$ cat config.mk
export PLATFORM = sky130hd
export DESIGN_NAME = pc_fetch_unit
export DESIGN_NICKNAME = d
export VERILOG_FILES = /design/src/rtl/pc_fetch_unit_pkg.sv /design/src/rtl/pc_fetch_unit_next_pc_calc.sv /design/src/rtl/pc_fetch_unit.sv
export SDC_FILE = /design/constraint.sdc
export NUM_CORES = 1
export LEC_CHECK = 0
export CAP_MARGIN = 20
export CORE_UTILIZATION = 45
export CTS_BUF_LIST = sky130_fd_sc_hd__clkbuf_4
export DETAILED_ROUTE_END_ITERATION = 12
export PLACE_DENSITY = 0.87
export SLEW_MARGIN = 20
export SYNTH_ARGS = -nofsm -noshare
export SYNTH_HDL_FRONTEND = slang
export SYNTH_HIERARCHICAL = 1
export SYNTH_SLANG_ARGS = --single-unit
$ cat constraint.sdc
create_clock -name clk -period 4.2 [get_ports clk]
set_clock_uncertainty 0.1 [all_clocks]
set_input_delay 0.84 -clock clk [delete_from_list [all_inputs] [get_ports clk]]
set_output_delay 0.84 -clock clk [all_outputs]
set_load 0.01 [all_outputs]
$ cat src/rtl/pc_fetch_unit_pkg.sv
// Shared definitions for the KGP-RISC PC/fetch unit and its next-PC helper.
package pc_fetch_unit_pkg;

  typedef enum logic [1:0] {
    FETCH = 2'd0,
    EXEC  = 2'd1,
    HALT  = 2'd2
  } fetch_state_e;

  localparam int          INSTR_BYTES      = 4;
  localparam logic [31:0] DEFAULT_RESET_PC = 32'h0000_0000;

endpackage

$ cat src/rtl/pc_fetch_unit_next_pc_calc.sv
// Combinational next-PC selection: fall-through, register target, or PC-relative label.
module next_pc_calc
  import pc_fetch_unit_pkg::*;
#(
  parameter int ADDR_W = 32,
  parameter int OFF_W  = 26
) (
  input  logic [ADDR_W-1:0]       pc_i,
  input  logic                    valid_jump_i,
  input  logic                    jump_is_reg_i,
  input  logic signed [OFF_W-1:0] jump_offset_i,
  input  logic [ADDR_W-1:0]       reg_target_i,
  output logic [ADDR_W-1:0]       next_pc_o
);

  function automatic logic signed [ADDR_W-1:0] word_off_to_bytes(
    input logic signed [OFF_W-1:0] off
  );
    logic signed [ADDR_W-1:0] ext;
    ext = {{(ADDR_W-OFF_W){off[OFF_W-1]}}, off};
    return ext <<< 2;
  endfunction

  logic [ADDR_W-1:0] seq_pc;

  // Label targets are relative to the fall-through address, not the branch itself.
  always_comb begin
    seq_pc    = pc_i + ADDR_W'(INSTR_BYTES);
    next_pc_o = seq_pc;
    if (valid_jump_i) begin
      if (jump_is_reg_i) begin
        next_pc_o = reg_target_i & ~ADDR_W'(INSTR_BYTES - 1);
      end else begin
        next_pc_o = seq_pc + word_off_to_bytes(jump_offset_i);
      end
    end
  end

endmodule

$ cat src/rtl/pc_fetch_unit.sv
// Program counter and instruction-fetch handshake for the multi-cycle KGP-RISC datapath.
module pc_fetch_unit
  import pc_fetch_unit_pkg::*;
#(
  parameter int                ADDR_W   = 32,
  parameter int                INSTR_W  = 32,
  parameter int                OFF_W    = 26,
  parameter logic [ADDR_W-1:0] RESET_PC = ADDR_W'(DEFAULT_RESET_PC)
) (
  input  logic               clk,
  input  logic               rst,
  input  logic               valid_jump,
  input  logic               jump_is_reg,
  input  logic [OFF_W-1:0]   jump_offset,
  input  logic [ADDR_W-1:0]  reg_target,
  input  logic               exec_done,
  input  logic               halt,
  output logic               imem_req,
  output logic [ADDR_W-1:0]  imem_addr,
  input  logic               imem_ack,
  input  logic [INSTR_W-1:0] imem_rdata,
  output logic [INSTR_W-1:0] instr,
  output logic               instr_valid,
  output logic [ADDR_W-1:0]  pc,
  output logic [ADDR_W-1:0]  pc_plus4,
  output logic               halted
);

  fetch_state_e        state_q, state_d;
  logic [ADDR_W-1:0]   pc_q, pc_d;
  logic [INSTR_W-1:0]  instr_q, instr_d;
  logic                req_q, req_d;
  logic                valid_q, valid_d;
  logic                halted_q, halted_d;
  logic [ADDR_W-1:0]   next_pc;

  next_pc_calc #(
    .ADDR_W (ADDR_W),
    .OFF_W  (OFF_W)
  ) u_next_pc (
    .pc_i          (pc_q),
    .valid_jump_i  (valid_jump),
    .jump_is_reg_i (jump_is_reg),
    .jump_offset_i (jump_offset),
    .reg_target_i  (reg_target),
    .next_pc_o     (next_pc)
  );

  always_ff @(posedge clk or negedge rst) begin
    if (!rst) begin
      state_q  <= FETCH;
      pc_q     <= RESET_PC;
      instr_q  <= '0;
      req_q    <= 1'b0;
      valid_q  <= 1'b0;
      halted_q <= 1'b0;
    end else begin
      state_q  <= state_d;
      pc_q     <= pc_d;
      instr_q  <= instr_d;
      req_q    <= req_d;
      valid_q  <= valid_d;
      halted_q <= halted_d;
    end
  end

  // An ack only counts while the request is actually up; the request is low
  // for the first cycle out of reset even though the state is already FETCH.
  always_comb begin
    state_d = state_q;
    pc_d    = pc_q;
    instr_d = instr_q;
    unique case (state_q)
      FETCH: begin
        if (req_q && imem_ack) begin
          instr_d = imem_rdata;
          state_d = EXEC;
        end
      end
      EXEC: begin
        if (exec_done) begin
          if (halt) begin
            state_d = HALT;
          end else begin
            pc_d    = next_pc;
            state_d = FETCH;
          end
        end
      end
      HALT: begin
        state_d = HALT;
      end
      default: begin
        state_d = FETCH;
      end
    endcase
    req_d    = (state_d == FETCH);
    valid_d  = (state_d == EXEC);
    halted_d = (state_d == HALT);
  end

  assign imem_req    = req_q;
  assign imem_addr   = pc_q;
  assign instr       = instr_q;
  assign instr_valid = valid_q;
  assign pc          = pc_q;
  assign pc_plus4    = pc_q + ADDR_W'(INSTR_BYTES);
  assign halted      = halted_q;

endmodule

==> impl_metrics.py, run 1 <==
metrics = {
    "run_status": {
        "status": "finished, final reports clean",
    },
    "finish": {
        "finalNetCount": 1055,
        "syn2layout_area_growth_pct": 43.0,
        "layoutNonFillerInstCount": 1100,
        "final_common_cell": "clkdlybuf4s50_1",
        "drive_gt1_frac": 0.154,
        "final_util": 0.665,
        "fill_cells": 1107,
        "final_cell_mix": "224 x clkdlybuf4s50_1, 68 x dfrtp_1, 62 x mux2_2",
        "n_antenna_cell": 0,
    },
    "cts": {
        "clk_pin_slew_worst_paths_ps": 120,
        "cts_setup_buffers": 0,
        "cts_hold_repair.buffers": 0,
        "insertion_delay_ps": 430,
        "cts.sinks": 69,
        "cts_buffers": 9,
        "clockBufferDepth": 2,
        "clockRootBuffer": "clkbuf_4",
        "cts_tree": "built",
        "htree_levels": 3,
    },
    "placed_design": {
        "io_buffers": 225,
        "dp_hpwl_microns": 15400,
        "dp.cells": 1084,
        "routabilityCongestion": 0.899,
    },
    "critical_path": {
        "crit_buf_inv": 1,
        "worstPathRequired_ps": 4420,
        "critPathTopFamily": "simple AND/OR/NAND/NOR gates",
        "cp_slowest_cell": "or3_1",
        "cp-start-kind": "flip-flop",
        "crit_path_max_incr_delay_ps": 400,
        "critPathArrivalTime_ps": 4240,
        "setup.worst_path.class": "reg -> reg",
        "cp_max_fo": 12,
        "path_cells": "buf_4 > nand3_1 > nor2_1 > and2_1 > nand2_1 > nor2_1 > xor2_1 > ha_2 > nand2_1 > or3_1 > o31ai_2 > o31ai_1 > a32oi_1 > xor2_1 > mux2i_1 > a21oi_1 > mux2_2",
        "worst_setup_path_end_kind": "flip-flop",
    },
    "synthesis": {
        "synth_cells": 706,
        "synth_area_sq_um": 6180,
        "ys_ff_latch": 69,
        "yosysSeqAreaShare": 0.280,
        "synthFlopType": "dfrtp_1",
        "synth_edf_count": 0,
        "syn_nets": 842,
        "ys_async_sr_fraction": 1.00,
        "avgSynthCellArea_sq_um": 8.75,
        "yosysWarnings": 6,
        "yosysUniqueCellTypes": 59,
    },
    "power": {
        "finalPower_uw": 6610,
        "powerDensity_nw_per_um2": 748,
        "combPwrFrac": 0.714,
        "ir_worst_vdd_v": 0.000572,
        "power_frac_seq": 0.194,
        "p_clk_frac": 0.092,
        "power.leakage_uw": 0.00367,
        "p_sw_frac": 0.430,
        "p_sw_uw": 2840,
        "p_int_uw": 3760,
    },
    "grt": {
        "track_usage": 0.271,
        "grt-ovfl-total": 0,
        "grt_max_degree": 55,
        "antenna_found_initial": 0,
        "grt_pass1_wl_microns": 30100,
        "grt_pass1_vias": 5868,
    },
    "die": {
        "dieArea_sq_um": 14200,
        "dieHeight_microns": 119,
        "io_pins": 228,
        "start_util": 0.465,
        "fp.dieW_microns": 119,
        "num_rows": 42,
        "core_area_sq_um": 13300,
    },
    "sta": {
        "rsz0062_at_grt": "true",
        "slew_headroom": 0.462,
        "hold_viol_final": 0,
        "max_freq_mhz": 249,
        "fin_tns_setup_ps": 0,
        "final-setup-viol-count": 0,
        "max_slew.worst_pin.slew_ps": 807,
        "drv_slew": 0,
        "min_period_over_period": 0.957,
        "period_minus_slack_ps": 4020,
    },
    "drt": {
        "drt_iter0_drc": 362,
        "vias": 6094,
        "drt-vias-per-instance": 5.54,
        "wl_per_cell_microns": 17.8,
        "drc_errors": 0,
        "first_pass_iters": 5,
        "ant_nets": 0,
        "drt-total-wl_microns": 19500,
    },
    "job": {
        "cap_violations": 0,
    },
    "min_path": {
        "hold_class": "in -> async",
    },
}
[through the flow]
step                hold slack (ps)  instance area (sq um)  worst slack (ps)
floorplan                       386                   6180               391
global placement                387                   8560               107
detailed placement              394                   8560              77.5
CTS                             391                   8770              49.7
global route                    429                   8830             -12.1
finish                          383                   8830               182
[worst register-to-register path: stages (launching register included)]
cell and delay, ps:
dfrtp_1 390, buf_4 210, nand3_1 120, nor2_1 130, and2_1 230, nand2_1 150, nor2_1 150, xor2_1 310
ha_2 300, nand2_1 110, or3_1 400, o31ai_2 330, o31ai_1 160, a32oi_1 250, xor2_1 100, mux2i_1 130
a21oi_1 70, mux2_2 280
[sequential cells by signal, indices dropped and copies added (netlist names)]
register	flops
instr	32
imem_req	1
state_q	2
instr_valid	1
halted	1
imem_addr	32
[layout make-up]
| type | instances | area [sq um] | share of cell area |
|---|---|---|---|
| Clock buffer | 9 | 67.6 | 0.00765 |
| Clock inverter | 7 | 138 | 0.0156 |
| Inverter | 17 | 63.8 | 0.00722 |
| Multi-Input combinational cell | 560 | 4090 | 0.463 |
| Sequential cell | 69 | 1730 | 0.196 |
| Tap cell | 176 | 220 | 0.0249 |
| Timing Repair Buffer | 262 | 2520 | 0.286 |
[path summary, 6_finish.rpt]
kind                                          start                        end  slack, ps  cells after the start
setup / recovery           imem_addr[5]$_DFFE_PN0P_  imem_addr[28]$_DFFE_PN0P_        180                     17
hold / removal                                  rst      instr[24]$_DFFE_PN0P_        380                      1
setup reg to reg           imem_addr[5]$_DFFE_PN0P_  imem_addr[28]$_DFFE_PN0P_        180                     17
hold reg to reg               instr[30]$_DFFE_PN0P_      instr[30]$_DFFE_PN0P_        420                      1
max in group asynchronous                       rst      instr_valid$_DFF_PN0_       2740                      2
min in group clk              instr[30]$_DFFE_PN0P_      instr[30]$_DFFE_PN0P_        420                      1
[kinds of logic (layout without fill, tap and decap cells)]
kind of cell | count (synthesis) | after routing | share of synthesized area
AND/OR/NAND/NOR | 230 | 230 | 0.192
AO/OA/AOI/OAI | 140 | 140 | 0.136
buffers and inverters | 77 | 295 | 0.0705
XOR/XNOR | 76 | 76 | 0.108
multiplexers | 75 | 75 | 0.134
flip-flops | 69 | 69 | 0.280
adder cells (fa/ha/maj) | 39 | 39 | 0.0802
[synthesized netlist by cell type (2+ instances only)]
library cell	n	share of area
nor2_1	61	0.037
nor3_4	2	0.0053
a211oi_1	9	0.011
or3_1	3	0.0030
dfrtp_1	69	0.28
mux2_2	62	0.11
buf_1	3	0.0018
o211ai_1	6	0.0073
nor3_1	13	0.011
xnor2_1	41	0.058
nand2_1	56	0.034
o21ai_0	29	0.023
a21oi_1	57	0.046
a31oi_1	4	0.0041
o31ai_1	2	0.0024
buf_2	6	0.0049
buf_4	35	0.043
inv_1	17	0.010
o21bai_1	5	0.0061
and2_1	7	0.0071
and4_1	5	0.0071
a32oi_1	2	0.0028
o21a_1	3	0.0036
a211o_1	2	0.0028
clkbuf_1	15	0.0091
mux2i_1	13	0.021
nand4_1	17	0.017
ha_1	38	0.077
o22ai_1	5	0.0051
nor3_2	2	0.0032
a21o_1	8	0.0097
xor2_1	35	0.050
and3_1	11	0.011
nor4_1	2	0.0020
nand2b_1	4	0.0041
nand3_1	32	0.026
nor2b_1	3	0.0030
[power groups by stage]
| stage | registers (uW) | clock network (uW) | logic, uW |
|---|---|---|---|
| 4_1_cts | 1280 | 615 | 4670 |
| 6_report | 1280 | 607 | 4720 |
| 5_1_grt | 1330 | 645 | 5060 |
| 2_1_floorplan | 1530 | 0 | 2410 |
| 3_5_place_dp | 1290 | 0 | 4630 |
| 3_3_place_gp | 1260 | 0 | 4560 |
[layer usage]
layer | vias up | routed length [microns] | global-route usage
li1 | 2934 | - | -
met1 | 2880 | 7780 | 0.321
met2 | 238 | 10100 | 0.486
met3 | 42 | 1130 | 0.0469
met4 | 0 | 563 | 0.102
met5 | - | 0 | 0
[timing repair]
action                                  4_1_cts  5_1_grt
gates resized for setup                       0       17
hold endpoints to repair                      0        0
endpoints found under the setup margin        0        9
Power figures use the tool's default switching activity.
==> run 2, diff against run 1 <==
--- a/config.mk
+++ b/config.mk
@@ -10,6 +10,7 @@
 export CTS_BUF_LIST = sky130_fd_sc_hd__clkbuf_4
 export DETAILED_ROUTE_END_ITERATION = 12
 export PLACE_DENSITY = 0.87
+export REMOVE_ABC_BUFFERS = 1
 export SLEW_MARGIN = 20
 export SYNTH_ARGS = -nofsm -noshare
 export SYNTH_HDL_FRONTEND = slang
==> constraint.sdc (replaced) <==
create_clock -name clk -period 4.2 [get_ports clk]
set_clock_uncertainty 0.1 [all_clocks]
set_input_delay 0.84 -clock clk [delete_from_list [all_inputs] [get_ports clk]]
set_output_delay 0.84 -clock clk [all_outputs]
set_load 0.05 [all_outputs]
==> impl_metrics.py, run 2 (synthesized netlist as in run 1, its figures left out) <==
metrics = {
    "run_status": {
        "status": "finished, final reports clean",
    },
    "finish": {
        "final_util": 0.665,
        "fin_area_sq_um": 8850,
        "regArea_sq_um": 1730,
        "finalNetCount": 1073,
        "final_common_cell": "clkdlybuf4s50_1",
        "multi_input_area_sq_um": 4060,
        "drive_gt1_frac": 0.167,
        "syn2layout_area_growth_pct": 43.2,
        "fill_cells": 1100,
        "n_antenna_cell": 0,
        "final_cell_mix": "208 x clkdlybuf4s50_1, 69 x dfrtp_1, 62 x mux2_2",
    },
    "grt": {
        "antenna_found_initial": 0,
        "grt_pass1_wl_microns": 31600,
        "grt_max_degree": 37,
        "grt_pass1_vias": 6156,
        "grtUsageMet1": 0.348,
        "gr-max-usage-layer": "met2",
        "met2_usage": 0.483,
        "track_usage": 0.285,
        "grt-ovfl-total": 0,
        "met3_usage": 0.0752,
    },
    "sta": {
        "min_period_over_period": 0.969,
        "fin_tns_setup_ps": 0,
        "max_freq_mhz": 246,
        "final-setup-viol-count": 0,
        "slew_headroom": 0.498,
        "fin_ws_ps": 130,
        "rsz0062_at_grt": "true",
        "drv_slew": 0,
        "period_minus_slack_ps": 4070,
        "max_slew.worst_pin.slew_ps": 754,
        "hold_viol_final": 0,
    },
    "critical_path": {
        "r2r-end": "imem_addr[31]$_DFFE_PN0P_",
        "r2r_setup_slack_ps": 190,
        "r2r_cells": 17,
        "rr_startpoint": "imem_addr[6]$_DFFE_PN0P_",
        "path_cells": "buf_4 > ha_1 > and4_1 > and2_1 > nand4_1 > xnor2_1 > clkdlybuf4s50_1",
        "setup.worst_path.class": "reg -> out",
        "worst_setup_path_end_kind": "output pin",
        "worstPathRequired_ps": 3260,
        "critPathArrivalTime_ps": 3130,
        "crit_path_max_incr_delay_ps": 830,
        "cp_slowest_cell": "clkdlybuf4s50_1",
        "cp_max_fo": 8,
        "cp-start-kind": "flip-flop",
    },
    "placed_design": {
        "io_buffers": 225,
        "placed_area_sq_um": 8680,
        "routabilityCongestion": 0.955,
        "dp_hpwl_microns": 15900,
        "dp_slack_ps": 3.06,
    },
    "die": {
        "dieArea_sq_um": 14200,
        "start_util": 0.465,
        "num_rows": 42,
        "dieHeight_microns": 119,
        "core_area_sq_um": 13300,
        "io_pins": 228,
        "fp.dieW_microns": 119,
    },
    "cts": {
        "insertion_delay_ps": 440,
        "htree_levels": 3,
        "cts.sinks": 69,
        "clockBufferDepth": 2,
        "clockRootBuffer": "clkbuf_4",
        "cts_buffers": 9,
        "clk_pin_slew_worst_paths_ps": 130,
        "cts_hold_repair.buffers": 0,
        "cts_tree": "built",
    },
    "drt": {
        "first_pass_iters": 5,
        "wl_per_cell_microns": 18.1,
        "drt_iter0_drc": 367,
        "vias": 6243,
        "drt-vias-per-instance": 5.58,
        "drt-total-wl_microns": 20300,
        "ant_nets": 0,
        "drc_errors": 0,
    },
    "power": {
        "powerDensity_nw_per_um2": 943,
        "ir_worst_vdd_v": 0.000783,
        "power.leakage_uw": 0.00379,
        "finalPower_uw": 8340,
    },
    "min_path": {
        "hold_class": "in -> async",
    },
    "job": {
        "cap_violations": 0,
    },
}
-- run 2: cell types whose count changed in the layout (fill, tap and decap cells not counted), sizes merged --
cell	previous run	this run
dlymetal6s2s	0	7
inv	17	19
bufinv	4	0
clkbuf	9	10
clkdlybuf4s50	224	208
buf	38	61
dlygate4sd2	0	3
clkdlybuf4s15	0	1
clkinvlp	0	1
-- run 2: area by class of cell --
type / instances / share of cell area
clock inverters: 6 / 0.00537
well taps: 176 / 0.0249
repair buffers: 280 / 0.301
inverters: 17 / 0.00721
clock buffers: 10 / 0.00849
flip-flops and latches: 69 / 0.195
multi-input cells: 560 / 0.458
-- run 2: timing repair --
action	CTS	global route
gates resized for setup	5	13
setup endpoints to repair	9	12
setup buffers	0	0
-- run 2: worst max-delay path by stage --
| stage | startpoint | end | cells past startpoint |
|---|---|---|---|
| after floorplan | imem_addr[4]$_DFFE_PN0P_ | imem_addr[20]$_DFFE_PN0P_ | 17 |
| after global placement | jump_offset[0] | imem_addr[30]$_DFFE_PN0P_ | 14 |
| after detailed placement | jump_offset[0] | imem_addr[28]$_DFFE_PN0P_ | 15 |
| after CTS | imem_addr[2]$_DFFE_PN0P_ | pc_plus4[20] | 7 |
| after global routing | imem_addr[6]$_DFFE_PN0P_ | imem_addr[31]$_DFFE_PN0P_ | 17 |
| final | imem_addr[2]$_DFFE_PN0P_ | pc_plus4[18] | 7 |
-- run 2: worst max-delay path, delay by kind of cell, from the launching register on --
kind          cells  cell delay (ps)
fa+ha+maj         1              260
xor+xnor          1              180
buf+inv           2             1020
simple gates      3              780
flops             1              440
-- run 2: metal layers --
layer	vias to the layer above	share of wire
li1	2964	-
met1	2912	0.40
met2	318	0.48
met3	49	0.093
met4	0	0.026
met5	-	0
-- run 2: metrics by stage --
step,hold slack [ps],std cells
2_1_floorplan,386,646
4_1_cts,338,1118
3_3_place_gp,388,1102
5_1_grt,393,1118
3_5_place_dp,396,1102
6_report,347,1118
-- run 2: report_power, final --
part	internal [uW]	switching (uW)
Combinational	2430	4230
Sequential	985	293
Clock	133	276
==> run 3, diff against run 2 <==
--- a/config.mk
+++ b/config.mk
@@ -9,6 +9,7 @@
 export CORE_UTILIZATION = 45
 export CTS_BUF_LIST = sky130_fd_sc_hd__clkbuf_4
 export DETAILED_ROUTE_END_ITERATION = 12
+export MAX_ROUTING_LAYER = met4
 export PLACE_DENSITY = 0.87
 export REMOVE_ABC_BUFFERS = 1
 export SLEW_MARGIN = 20
==> impl_metrics.py, run 3 (synthesized netlist as in run 1, its figures left out) <==
metrics = {
    "run_status": {
        "status": "finished, final reports clean",
    },
    "placed_design": {
        "routabilityCongestion": 0.986,
        "dp_hpwl_microns": 16000,
        "io_buffers": 225,
    },
    "finish": {
        "syn2layout_area_growth_pct": 43.4,
        "final_util": 0.666,
        "regArea_sq_um": 1730,
        "multi_input_area_sq_um": 4040,
        "fill_cells": 1085,
        "final_common_cell": "clkdlybuf4s50_1",
        "n_antenna_cell": 0,
        "final_cell_mix": "207 x clkdlybuf4s50_1, 67 x dfrtp_1, 62 x mux2_2, 62 x buf_4, 61 x nor2_1",
        "drive_gt1_frac": 0.169,
        "finalNetCount": 1076,
    },
    "cts": {
        "cts_tree": "built",
        "cts_setup_buffers": 0,
        "htree_levels": 3,
        "insertion_delay_ps": 460,
        "clk_pin_slew_worst_paths_ps": 130,
        "clockRootBuffer": "clkbuf_4",
        "cts_buffers": 9,
        "clockBufferDepth": 2,
        "cts.sinks": 69,
    },
    "critical_path": {
        "worst_setup_path_end_kind": "output pin",
        "cp-start-kind": "flip-flop",
        "cp_slowest_cell": "dlygate4sd2_1",
        "worstPathRequired_ps": 3260,
        "path_cells": "buf_4 > ha_1 > and4_1 > nand4_1 > nor3_1 > xor2_1 > dlygate4sd2_1",
        "r2r_setup_slack_ps": 220,
        "setup.worst_path.class": "reg -> out",
        "crit_path_max_incr_delay_ps": 550,
        "critPathArrivalTime_ps": 3190,
        "cp_max_fo": 6,
        "rr_startpoint": "imem_addr[3]$_DFFE_PN0P_",
        "r2r_cells": 18,
        "r2r-end": "imem_addr[28]$_DFFE_PN0P_",
    },
    "job": {
        "cap_violations": 0,
    },
    "sta": {
        "max_freq_mhz": 242,
        "hold_viol_final": 0,
        "slew_headroom": 0.429,
        "hold_ws_ps": 369,
        "drv_slew": 0,
        "rsz0062_at_grt": "true",
        "min_period_over_period": 0.983,
        "period_minus_slack_ps": 4130,
        "max_slew.worst_pin.slew_ps": 856,
        "final-setup-viol-count": 0,
    },
    "die": {
        "dieHeight_microns": 119,
        "io_pins": 228,
        "dieArea_sq_um": 14200,
        "fp.dieW_microns": 119,
        "core_area_sq_um": 13300,
        "num_rows": 42,
        "start_util": 0.465,
    },
    "grt": {
        "antenna_found_initial": 0,
        "grt_pass1_wl_microns": 32100,
        "grt_max_degree": 37,
        "track_usage": 0.300,
        "grt-ovfl-total": 0,
        "grt_pass1_vias": 6146,
    },
    "power": {
        "power.leakage_uw": 0.00379,
        "ir_worst_vdd_v": 0.000772,
        "powerDensity_nw_per_um2": 950,
    },
    "drt": {
        "vias": 6189,
        "first_pass_iters": 6,
        "drt-total-wl_microns": 20400,
        "drc_errors": 0,
        "drt-vias-per-instance": 5.52,
        "ant_nets": 0,
        "wl_per_cell_microns": 18.2,
        "drt_iter0_drc": 441,
    },
    "min_path": {
        "hold_class": "in -> async",
    },
}
-- run 3: cell count changes in the layout (fill, tap and decap cells not counted), moves of 2 or more --
cell            before  now
dfrtp_1             69   67
buf_4               59   62
dlymetal6s2s_1       7    3
dfrtp_2              0    2
dlygate4sd2_1        3    8
-- run 3: stage by stage --
stage	cell area (sq um)	TNS (ps)	std cells	power, uW	setup WS, ps
after CTS	8840	0	1121	8390	4.11
after global routing	8860	-78.5	1121	8890	-74.6
after detailed placement	8700	-54.5	1105	7920	-54.5
after floorplan	5810	-756	646	5650	-268
after global placement	8700	0	1105	7830	13.5
final	8860	0	1121	8420	71.4
-- run 3: critical path, delay by kind of cell (launching register included) --
kind | cells | cell delay [ps]
and+or+nand+nor | 3 | 1080
buffers and inverters | 2 | 730
DFF | 1 | 460
adders and majority gates | 1 | 260
xor gates and xnor gates | 1 | 180
-- run 3: per-layer routing --
layer / GRT usage / routed length, microns / share of wire / vias to the layer above
li1: - / - / - / 2971
met5: - / 0 / 0 / -
met1: 0.361 / 8490 / 0.42 / 2886
met3: 0.0699 / 1600 / 0.078 / 39
met2: 0.500 / 9870 / 0.48 / 293
met4: 0.0870 / 436 / 0.021 / 0
-- run 3: layout make-up --
cell class / count / share of cell area
multi-input combinational: 560 / 0.456
timing repair buffer: 283 / 0.300
sequential: 69 / 0.195
tap: 176 / 0.0249
clock buffer: 10 / 0.00847
clock inverter: 6 / 0.00791
inverter: 17 / 0.00720
-- run 3: power by group --
part / switching [uW] / leakage [uW] / internal [uW]
clock network: 277 / 0.0000814 / 193
logic: 4240 / 0.00288 / 2430
registers: 291 / 0.000826 / 987
-- run 3: worst max-delay path by stage --
stage / start / to / slack (ps) / depth (start not counted)
after floorplan: imem_addr[4]$_DFFE_PN0P_ / imem_addr[20]$_DFFE_PN0P_ / -270 / 17
after global placement: jump_offset[0] / imem_addr[28]$_DFFE_PN0P_ / 10 / 14
after detailed placement: jump_offset[0] / imem_addr[28]$_DFFE_PN0P_ / -50 / 14
after CTS: imem_addr[2]$_DFFE_PN0P_ / pc_plus4[28] / 4 / 7
after global routing: imem_addr[3]$_DFFE_PN0P_ / imem_addr[28]$_DFFE_PN0P_ / -70 / 18
final: imem_addr[3]$_DFFE_PN0P_ / pc_plus4[26] / 70 / 7
-- run 3: repair_timing --
action	4_1_cts	5_1_grt
hold endpoints to repair	0	0
endpoints found under the setup margin	9	8
resized for setup	9	10
cloned	0	0
hold buffers	0	0
